<file path="src/rtl/qdr_rd_scheduler_pkg.sv">
// Shared types and constants for the QDR read-side scheduler and its round-robin arbiter.
package qdr_rd_scheduler_pkg;

  typedef enum logic [1:0] {
    Q_IDLE = 2'd0,
    Q_RUN  = 2'd1,
    Q_DONE = 2'd2
  } q_state_e;

  localparam int DEF_MEM_ADDR_WIDTH = 19;
  localparam int DEF_MEM_RD_LATENCY = 8;

  // Ceiling log2, never below 1 so a single-queue build still has a usable QID bit.
  function automatic int log2c(input int n);
    int r;
    r = 0;
    while ((1 << r) < n) r++;
    return (r < 1) ? 1 : r;
  endfunction

endpackage

</file>
<file path="src/rtl/qdr_rr_arbiter.sv">
// Round-robin arbiter: one grant per cycle, search starts at the pointer, pointer moves past the winner.
module qdr_rr_arbiter
  import qdr_rd_scheduler_pkg::*;
#(
  parameter int N  = 4,
  parameter int NB = log2c(N)
) (
  input  logic          clk,
  input  logic          rst_n,
  input  logic          clr,
  input  logic [N-1:0]  req,
  output logic [N-1:0]  gnt_oh,
  output logic [NB-1:0] gnt_idx,
  output logic          gnt_vld
);

  logic [NB-1:0] ptr_q, ptr_d;
  logic [NB-1:0] cand;

  always_comb begin
    gnt_oh  = '0;
    gnt_idx = '0;
    gnt_vld = 1'b0;
    cand    = '0;
    for (int k = 0; k < N; k++) begin
      cand = NB'((int'(ptr_q) + k) % N);
      if (!gnt_vld && req[cand]) begin
        gnt_vld      = 1'b1;
        gnt_idx      = cand;
        gnt_oh[cand] = 1'b1;
      end
    end
    ptr_d = ptr_q;
    if (gnt_vld) ptr_d = (int'(gnt_idx) == N - 1) ? '0 : gnt_idx + NB'(1);
    if (clr) ptr_d = '0;
  end

  always_ff @(posedge clk or negedge rst_n) begin
    if (!rst_n) ptr_q <= '0;
    else        ptr_q <= ptr_d;
  end

endmodule

</file>
<file path="src/rtl/qdr_rd_scheduler.sv">
// QDR read scheduler: per-queue replay FSMs sharing one read port, with a QID tag pipe matched to read latency.
// Build option QDR_RD_STATS_EN adds per-queue issued-burst counters on q_rd_count.
//
// state  | meaning
// IDLE   | queue parked, waiting for q_start with q_enable
// RUN    | queue requesting reads; rd_ptr walks the stored data, replaying as needed
// DONE   | all passes issued (or region empty); held until q_enable drops
module qdr_rd_scheduler
  import qdr_rd_scheduler_pkg::*;
#(
  parameter int NUM_QUEUES       = 4,
  parameter int NUM_QUEUES_BITS  = log2c(NUM_QUEUES),
  parameter int MEM_ADDR_WIDTH   = DEF_MEM_ADDR_WIDTH,
  parameter int REPLAY_CNT_WIDTH = 16,
  parameter int MEM_RD_LATENCY   = DEF_MEM_RD_LATENCY
) (
  input  logic                                   clk,
  input  logic                                   rst_n,
  input  logic                                   sw_rst,
  input  logic                                   cal_done,
  input  logic [NUM_QUEUES*MEM_ADDR_WIDTH-1:0]   q_addr_low,
  input  logic [NUM_QUEUES*MEM_ADDR_WIDTH-1:0]   q_addr_high,
  input  logic [NUM_QUEUES*MEM_ADDR_WIDTH-1:0]   q_wr_ptr,
  input  logic [NUM_QUEUES-1:0]                  q_enable,
  input  logic [NUM_QUEUES-1:0]                  q_start,
  input  logic [NUM_QUEUES*REPLAY_CNT_WIDTH-1:0] q_replay_cnt,
  input  logic [NUM_QUEUES-1:0]                  q_fifo_afull,
  input  logic                                   mem_rd_full,
  output logic                                   mem_r_n,
  output logic [MEM_ADDR_WIDTH-1:0]              mem_ad_rd,
  output logic                                   rd_tag_valid,
  output logic [NUM_QUEUES_BITS-1:0]             rd_tag_qid,
  output logic [NUM_QUEUES-1:0]                  q_active,
  output logic [NUM_QUEUES-1:0]                  q_done,
  output logic [NUM_QUEUES*32-1:0]               q_rd_count
);

  localparam int NQ  = NUM_QUEUES;
  localparam int NB  = NUM_QUEUES_BITS;
  localparam int AW  = MEM_ADDR_WIDTH;
  localparam int RW  = REPLAY_CNT_WIDTH;
  localparam int LAT = MEM_RD_LATENCY;

  q_state_e      state_q [NQ];
  q_state_e      state_d [NQ];
  logic [AW-1:0] rd_ptr_q[NQ];
  logic [AW-1:0] rd_ptr_d[NQ];
  logic [RW-1:0] rem_q   [NQ];
  logic [RW-1:0] rem_d   [NQ];

  logic [NQ-1:0] req, gnt_oh;
  logic [NB-1:0] gnt_idx;
  logic          gnt_vld;

  logic          mem_r_n_q, mem_r_n_d;
  logic [AW-1:0] mem_ad_q, mem_ad_d;
  logic [NB-1:0] iss_qid_q, iss_qid_d;
  logic [LAT-1:0] tag_vld_q, tag_vld_d;
  logic [NB-1:0] tag_qid_q[LAT];
  logic [NB-1:0] tag_qid_d[LAT];

  always_comb begin
    req = '0;
    for (int i = 0; i < NQ; i++)
      req[i] = (state_q[i] == Q_RUN) && !q_fifo_afull[i] && cal_done && !mem_rd_full;
  end

  qdr_rr_arbiter #(.N(NQ), .NB(NB)) u_arb (
    .clk     (clk),
    .rst_n   (rst_n),
    .clr     (sw_rst),
    .req     (req),
    .gnt_oh  (gnt_oh),
    .gnt_idx (gnt_idx),
    .gnt_vld (gnt_vld)
  );

  always_comb begin
    logic [AW-1:0] lo, hi, wp, nxt;
    logic          end_hit;
    lo = '0; hi = '0; wp = '0; nxt = '0; end_hit = 1'b0;
    for (int i = 0; i < NQ; i++) begin
      lo          = q_addr_low [i*AW +: AW];
      hi          = q_addr_high[i*AW +: AW];
      wp          = q_wr_ptr   [i*AW +: AW];
      // AW-bit wrap lets addr_high==0 stand for the top of memory.
      nxt         = rd_ptr_q[i] + AW'(1);
      end_hit     = (nxt == wp) || (nxt == hi);
      state_d[i]  = state_q[i];
      rd_ptr_d[i] = rd_ptr_q[i];
      rem_d[i]    = rem_q[i];
      if (sw_rst || !q_enable[i]) begin
        state_d[i] = Q_IDLE;
      end else begin
        case (state_q[i])
          Q_IDLE: if (q_start[i]) begin
            rd_ptr_d[i] = lo;
            rem_d[i]    = q_replay_cnt[i*RW +: RW];
            state_d[i]  = (wp == lo) ? Q_DONE : Q_RUN;
          end
          Q_RUN: if (gnt_oh[i]) begin
            if (!end_hit) begin
              rd_ptr_d[i] = nxt;
            end else if (rem_q[i] == '0) begin
              state_d[i] = Q_DONE;
            end else begin
              rd_ptr_d[i] = lo;
              rem_d[i]    = rem_q[i] - RW'(1);
            end
          end
          Q_DONE: ;
          default: state_d[i] = Q_IDLE;
        endcase
      end
    end
  end

  // Tag pipe is fed from the strobe register, so its last stage lines up LAT cycles after the strobe.
  always_comb begin
    mem_r_n_d = ~gnt_vld;
    mem_ad_d  = gnt_vld ? rd_ptr_q[gnt_idx] : mem_ad_q;
    iss_qid_d = gnt_idx;
    tag_vld_d = '0;
    tag_vld_d[0] = ~mem_r_n_q;
    tag_qid_d[0] = iss_qid_q;
    for (int k = 1; k < LAT; k++) begin
      tag_vld_d[k] = tag_vld_q[k-1];
      tag_qid_d[k] = tag_qid_q[k-1];
    end
    if (sw_rst) begin
      mem_r_n_d = 1'b1;
      mem_ad_d  = '0;
      iss_qid_d = '0;
      tag_vld_d = '0;
      for (int k = 0; k < LAT; k++) tag_qid_d[k] = '0;
    end
  end

  always_ff @(posedge clk or negedge rst_n) begin
    if (!rst_n) begin
      for (int i = 0; i < NQ; i++) begin
        state_q[i]  <= Q_IDLE;
        rd_ptr_q[i] <= '0;
        rem_q[i]    <= '0;
      end
      mem_r_n_q <= 1'b1;
      mem_ad_q  <= '0;
      iss_qid_q <= '0;
      tag_vld_q <= '0;
      for (int k = 0; k < LAT; k++) tag_qid_q[k] <= '0;
    end else begin
      for (int i = 0; i < NQ; i++) begin
        state_q[i]  <= state_d[i];
        rd_ptr_q[i] <= rd_ptr_d[i];
        rem_q[i]    <= rem_d[i];
      end
      mem_r_n_q <= mem_r_n_d;
      mem_ad_q  <= mem_ad_d;
      iss_qid_q <= iss_qid_d;
      tag_vld_q <= tag_vld_d;
      for (int k = 0; k < LAT; k++) tag_qid_q[k] <= tag_qid_d[k];
    end
  end

  assign mem_r_n      = mem_r_n_q;
  assign mem_ad_rd    = mem_ad_q;
  assign rd_tag_valid = tag_vld_q[LAT-1];
  assign rd_tag_qid   = tag_qid_q[LAT-1];

  always_comb begin
    q_active = '0;
    q_done   = '0;
    for (int i = 0; i < NQ; i++) begin
      q_active[i] = (state_q[i] == Q_RUN);
      q_done[i]   = (state_q[i] == Q_DONE);
    end
  end

`ifdef QDR_RD_STATS_EN
  logic [31:0] cnt_q[NQ];
  logic [31:0] cnt_d[NQ];

  always_comb begin
    for (int i = 0; i < NQ; i++) begin
      cnt_d[i] = cnt_q[i];
      if (!mem_r_n_q && iss_qid_q == NB'(i) && cnt_q[i] != 32'hFFFF_FFFF)
        cnt_d[i] = cnt_q[i] + 32'd1;
      if (q_start[i] || sw_rst) cnt_d[i] = '0;
    end
  end

  always_ff @(posedge clk or negedge rst_n) begin
    if (!rst_n) for (int i = 0; i < NQ; i++) cnt_q[i] <= '0;
    else        for (int i = 0; i < NQ; i++) cnt_q[i] <= cnt_d[i];
  end

  always_comb begin
    q_rd_count = '0;
    for (int i = 0; i < NQ; i++) q_rd_count[i*32 +: 32] = cnt_q[i];
  end
`else
  assign q_rd_count = '0;
`endif

endmodule

</file>
<file path="config.mk">
export PLATFORM = sky130hd
export DESIGN_NAME = qdr_rd_scheduler
export DESIGN_NICKNAME = d
export VERILOG_FILES = /design/src/rtl/qdr_rd_scheduler_pkg.sv /design/src/rtl/qdr_rr_arbiter.sv /design/src/rtl/qdr_rd_scheduler.sv
export SDC_FILE = /design/constraint.sdc
export NUM_CORES = 1
export LEC_CHECK = 0
export BUFFER_PORTS_ARGS = -buffer_cell sky130_fd_sc_hd__buf_2
export CAP_MARGIN = 20
export CELL_PAD_IN_SITES_DETAIL_PLACEMENT = 0
export CELL_PAD_IN_SITES_GLOBAL_PLACEMENT = 1
export CORE_MARGIN = 2
export CORE_UTILIZATION = 44
export DETAILED_ROUTE_END_ITERATION = 6
export PLACE_DENSITY_LB_ADDON = 0.1
export SETUP_SLACK_MARGIN = 0.1
export SKIP_CTS_REPAIR_TIMING = 1
export SKIP_LAST_GASP = 1
export SYNTH_ARGS = -nofsm -noshare
export SYNTH_HDL_FRONTEND = slang
export SYNTH_SLANG_ARGS = --single-unit
export TNS_END_PERCENT = 30
</file>
<file path="constraint.sdc">
create_clock -name clk -period 6.08 [get_ports clk]
set_input_delay 0.912 -clock clk [delete_from_list [all_inputs] [get_ports clk]]
set_output_delay 0.912 -clock clk [all_outputs]
set_load 0.005 [all_outputs]
</file>
# ---- Word level (Yosys, flattened, before mapping)
# Cells that the tools add are included.
dict set report word_totals {
  regBits 196
  latch_bits 0
  mem_bits_rw 0
  mem_bits_ro 0
  in_bits 309
  out_inout_bits 159
  n_memories 0
}
dict set report classes {
  addsub 12
  n_mul 0
  div 0
  magnitude_cmp 9
  n_eq_ne 61
  shift 0
  n_mux 108
  bitwise_logic 10
  reduce_logical 64
}
# cell n
set ops {}
lappend ops {{$mux 19} 20}
lappend ops {{$mux 16} 17}
lappend ops {{$eq 19x19->1} 12}
lappend ops {{$pmux 19 s2} 4}
lappend ops {{$pmux 16 s2} 4}
lappend ops {{$add 19x1->19 const B} 4}
lappend ops {{$logic_not 16->1} 4}
lappend ops {{$mux 2} 32}
lappend ops {{$sub 16x1->16 const B} 4}
lappend ops {{$reduce_and 5->1} 8}
lappend ops {{$bmux 19 s2} 1}
lappend ops {{$ne 3x1->1 const B} 12}
lappend ops {{$ne 2x1->1 const B} 12}
lappend ops {{$ne 3x3->1 const B} 8}
lappend ops {{$pmux 2 s3} 4}
lappend ops {{$reduce_and 6->1} 4}
lappend ops {{$logic_and 1x1->1} 19}
lappend ops {{$mux 4} 4}
lappend ops {{$ne 2x2->1 const B} 8}
lappend ops {{$mux 1} 13}
lappend ops {{$logic_not 1->1} 12}
lappend ops {{$lt 2x3->1 const B} 4}
lappend ops {{$or 4x4->4} 3}
lappend ops {{$eq 2x1->1 const B} 5}
lappend ops {{13 further kinds} 46}

# ---- Longest topological paths before layout
dict set report depth {
  ltp_word 22
  ltp_mapped 16
}

# ---- Cells and area by module
# Synthesis repeated with hierarchy kept, for this count alone.
dict set report unflattened {
  hier_cells 2623
  area_unflattened_um2 21027.7
}
# mod n_inst cells_per_inst area_per_inst_um2 seq_area_each_um2
set modules_own_cells {}
lappend modules_own_cells {qdr_rd_scheduler 1 2566 20464.6 4855.9}
lappend modules_own_cells {qdr_rr_arbiter 1 57 563.0 50.0}

# ---- Worst setup path after synthesis
# Ideal clock, no wire load.
dict set report synth_timing {
  kind {input-to-reg}
  startpoint {input port mem_rd_full}
  endpoint {register rd_ptr_q[5] (netlist name)}
  setup_time_ps 87
  t_arrival_ps 3462
  setup_slack_ps 2532
  cell_stages 12
  n_path_buf 2
  path_cell_list {nand4bb_2 or2_1 mux4_2 and2_4 a2111o_1 nand3_2 o21ba_2 buf_6 nor2_4 buf_4 nor2_1 a211oi_2}
}
dict set report synth_between {
  elab_chain_len 16
}
# item line
set synth_lines {}
lappend synth_lines {{start: declaration} qdr_rd_scheduler.sv:28} ;# input logic mem_rd_full,
lappend synth_lines {{$logic_not 1->1 *} qdr_rd_scheduler.sv:65} ;# req[i] = (state_q[i] == Q_RUN) && !q_fifo_afull[i] && cal_done && !mem_rd_full;
lappend synth_lines {{$logic_and 1x1->1} qdr_rd_scheduler.sv:65}
lappend synth_lines {{$bmux 1 s2} qdr_rr_arbiter.sv:27} ;# if (!gnt_vld && req[cand]) begin
lappend synth_lines {{$mux 1 (not written as such)} qdr_rr_arbiter.sv:27}
lappend synth_lines {{$mux 1} qdr_rr_arbiter.sv:27}
lappend synth_lines {{$logic_not 1->1} qdr_rr_arbiter.sv:27}
lappend synth_lines {{$logic_and 1x1->1} qdr_rr_arbiter.sv:27}
lappend synth_lines {{$mux 1} qdr_rr_arbiter.sv:27}
lappend synth_lines {{$logic_not 1->1} qdr_rr_arbiter.sv:27}
lappend synth_lines {{$logic_and 1x1->1} qdr_rr_arbiter.sv:27}
lappend synth_lines {{$mux 1} qdr_rr_arbiter.sv:27}
lappend synth_lines {{$logic_not 1->1} qdr_rr_arbiter.sv:27}
lappend synth_lines {{$logic_and 1x1->1} qdr_rr_arbiter.sv:27}
lappend synth_lines {{$mux 4 *} qdr_rr_arbiter.sv:27}
lappend synth_lines {{$ne 2x1->1 (no source line) *} -}
lappend synth_lines {{$reduce_and 5->1 (no source line) *} -}
lappend synth_lines {{end signal: indexed assignment} qdr_rd_scheduler.sv:154} ;# rd_ptr_q[i] <= rd_ptr_d[i];
lappend synth_lines {{end: declaration} qdr_rd_scheduler.sv:46} ;# logic [AW-1:0] rd_ptr_q[NQ];
# Every way passes the cells marked *; elsewhere a longest branch is shown, timed or not. The select of a mux whose other input is x is not followed.
# A chain may end at the register's enable or synchronous reset.

# ---- Worst setup path in the final report
dict set report layout_timing {
  startpoint {register rd_ptr_q[38] (netlist name)}
  endpoint {register rem_q[46] (netlist name)}
}
dict set report layout_between {
  elab_chain_len 5
}
# item line
set layout_lines {}
lappend layout_lines {{$add 19x1->19 *} qdr_rd_scheduler.sv:87} ;# nxt = rd_ptr_q[i] + AW'(1);
lappend layout_lines {{$eq 19x19->1} qdr_rd_scheduler.sv:88} ;# end_hit = (nxt == wp) || (nxt == hi);
lappend layout_lines {{$logic_or 1x1->1 *} qdr_rd_scheduler.sv:88}
lappend layout_lines {{$ne 2x1->1 (no source line) *} -}
lappend layout_lines {{$reduce_and 6->1 (no source line) *} -}
lappend layout_lines {{end signal: indexed assignment} qdr_rd_scheduler.sv:155} ;# rem_q[i] <= rem_d[i];
lappend layout_lines {{end: declaration} qdr_rd_scheduler.sv:48} ;# logic [RW-1:0] rem_q [NQ];
# Every way passes the cells marked *; elsewhere a longest branch is shown, timed or not.

==> metrics.cfg <==
[min_path]
min_path_type=input pin to asynchronous set/reset pin

[drt]
antenna_left=0
postRouteWirelength_um=74100
drcViolationCount=0
vias_per_cell=6.02
firstDrtPassIters=6
drtIter0Drc=1970
routed-via-count=19684
detail_route.wl_per_cell_um=22.7

[sta]
drv_slew=0
min_period_ns=4.89
final.setup.tns_ns=0
clock_skew_ns=0.0130
max_slew_margin=0.350
hold_ws_ns=0.441
final-setup-viol-count=0
rsz0062_at_grt=false
max_freq_mhz=204
finalHoldViolCount=0
worst_slew_pin_slew_ns=0.974
fin_crit_sh=0.805

[floorplanning]
die_h_um=215
die_w_um=215
io_pins=468
core_area_sq_um=44100
dieArea_sq_um=46300
start_util=0.444
std_cell_rows=77

[worst_setup_path]
worst_ep_arrival_time_ns=5.33
critPathMaxStageDelay_ns=0.74
cp_slowest_cell=nor2_1
critPathKind=flip-flop to flip-flop
worst_setup_path_start_kind=flip-flop
worst-endpoint-required_ns=6.51
worst-path-buf-inv=1
cp_max_fo=34
cp_top_family=simple AND/OR/NAND/NOR gates
crit_chain=ha_1, nand2_1, nor3_2, xnor3_1, a2111oi_0, nand4_1, o32a_1, and2_1, buf_4, nor2_1, a21oi_1, a31oi_1
endpoint_kind=flip-flop

[grt]
first_global_vias=18473
track_usage=0.314
grt_pass1_wl_um=113000
grt_max_degree=119
antenna_found_initial=4
grt_remaining_overflow=0

[place]
post_dp_cell_area_sq_um=21000
port_buffers=339
hpwl_um=57300
place.gp.congestion=0.950

[clock_tree]
cts_buffers=17
cts_tree=done
htree_levels=4
clkSinkCount=196
clockBufferDepth=2
cts.reportedPaths.clkPinSlew_ns=0.08
clk_latency_ns=0.51
root_buffer=clkbuf_16

[synthesis]
synth-main-ff-cell=dfrtp_1
synth.distinct_cells=117
ys_seq_area_frac=0.250
syn_inst=2454
synth_edf_count=0
syn_area_sq_um=19600
postSynth.asyncResetShare=1.00
syn_area_per_cell_sq_um=7.99
yosys_warnings=0
synth_seq_cells=196

[finish]
final_nets=2984
area_delta_synth_final_pct=10.2
design_area_sq_um=21600
drive_gt1_frac=0.184

[pwr]
ir_worst_vdd_mv=0.171
leakagePower_uw=0.00877
p_per_area_nw_per_um2=269

[status]
status=finished clean

[run]
drv_cap=0

cell usage after synthesis (all sizes together), types with 10 or more instances:
cell,instances,area share
nand3,92,0.025
nand4,63,0.023
dfrtp,195,0.25
ha,16,0.010
a41oi,11,0.0049
nor2,221,0.043
or4,16,0.0065
inv,72,0.014
a21oi,154,0.039
nand2,174,0.034
clkbuf,88,0.017
nand3b,12,0.0046
a2111oi,11,0.0049
o211ai,27,0.010
mux2i,36,0.018
and2,28,0.0091
buf,222,0.075
o2111ai,11,0.0049
o22ai,17,0.0054
nor3,77,0.020
a31o,10,0.0045
a2bb2oi,15,0.0067
or2,10,0.0032
nor4,55,0.023
o21ai,111,0.029
a211oi,34,0.013
or3,21,0.0067
a31oi,29,0.0093
o31ai,10,0.0038
and3,25,0.0080
xnor3,16,0.018
xnor2,191,0.085
a221o,10,0.0051
a32oi,15,0.0067
xor2,52,0.023
o311ai,16,0.0075
nand2b,36,0.012
a22oi,19,0.0073
and4,12,0.0055
nor2b,47,0.015
a211o,27,0.012
path summary, 6_finish.rpt:
check	from	to	slack, ns	cells after the start
setup / recovery	rd_ptr_q[38]$_DFFE_PN0P_	rem_q[46]$_DFFE_PN0P_	1.19	12
hold / removal	rst_n	rd_ptr_q[34]$_DFFE_PN0P_	0.44	1
max in group asynchronous	rst_n	rd_ptr_q[61]$_DFFE_PN0P_	4.43	2
min in group clk	tag_qid_q[13]$_DFF_PN0_	tag_qid_q[11]$_DFF_PN0_	0.47	1
setup reg to reg	rd_ptr_q[38]$_DFFE_PN0P_	rem_q[46]$_DFFE_PN0P_	1.19	12
hold reg to reg	tag_qid_q[13]$_DFF_PN0_	tag_qid_q[11]$_DFF_PN0_	0.47	1
flip-flops by register name, indices dropped and copies added, names as in the netlist:
| register | count |
|---|---|
| rd_ptr_q | 76 |
| rem_q | 64 |
| mem_ad_rd | 19 |
| tag_qid_q | 14 |
| state_q | 8 |
| tag_vld_q | 8 |
| iss_qid_q | 2 |
| rd_tag_qid | 2 |
| u_arb.ptr_q | 2 |
| mem_r_n | 1 |
per-stage QoR:
step | std cells | setup WS [ns] | utilization | total power [uW]
after detailed placement | 3231 | 1.27 | 0.476 | 4580
after global routing | 3266 | 0.844 | 0.489 | 6150
after CTS | 3263 | 1.25 | 0.489 | 5790
final | 3268 | 1.19 | 0.490 | 5810
after floorplan | 2581 | 2.53 | - | 3840
after global placement | 3231 | 1.51 | 0.476 | 4570
report_power, final:
group | switching [uW] | internal [uW] | total [uW]
Sequential | 662 | 1570 | 2230
Clock | 632 | 555 | 1190
Combinational | 1360 | 1030 | 2400
per-layer routing:
metal  vias up  wire [um]  GRT usage
met5         -          0          0
met4         0       1870     0.0979
met1      9580      32900      0.445
met2       884      33700      0.489
met3        99       5660     0.0518
li1       9121          -          -
logic make-up (layout without fill, tap and decap cells):
| logic type | count (synthesis) | in the layout | share of synthesized area |
|---|---|---|---|
| XOR/XNOR | 260 | 260 | 0.128 |
| AND/OR/NAND/NOR | 920 | 920 | 0.254 |
| AO/OA/AOI/OAI | 634 | 634 | 0.225 |
| buffers and inverters | 384 | 475 | 0.106 |
| multiplexers | 43 | 43 | 0.0253 |
| flip-flops | 196 | 196 | 0.250 |
| other | 1 | 132 | 0.000191 |
| adder cells (fa/ha/maj) | 16 | 16 | 0.0102 |
worst register-to-register path, stage by stage, from the launching register on:
cell	delay (ns)
dfrtp_1	0.61
ha_1	0.43
nand2_1	0.42
nor3_2	0.39
xnor3_1	0.30
a2111oi_0	0.53
nand4_1	0.20
o32a_1	0.41
and2_1	0.25
buf_4	0.24
nor2_1	0.74
a21oi_1	0.14
a31oi_1	0.17
layout make-up:
class | count | area (sq um)
Antenna cell | 4 | 10.0
Clock buffer | 18 | 439
Clock inverter | 14 | 139
Fill cell | 4513 | 22500
Inverter | 74 | 278
Multi-Input combinational cell | 2001 | 13100
Sequential cell | 196 | 4910
Tap cell | 592 | 741
Timing Repair Buffer | 369 | 1950
cell usage in the layout (no fill, tap or decap), drive strengths merged, types with 55 or more instances in the layout:
cell type  Yosys  layout
nor4          55      55
nand2        174     174
nor3          77      77
nor2         221     221
buf          222     368
a21oi        154     154
inv           72      79
nand4         63      63
dfrtp        195     195
nand3         92      92
conb           1     128
xnor2        191     191
o21ai        111     111
No activity file was read; power rests on OpenSTA's default activity.
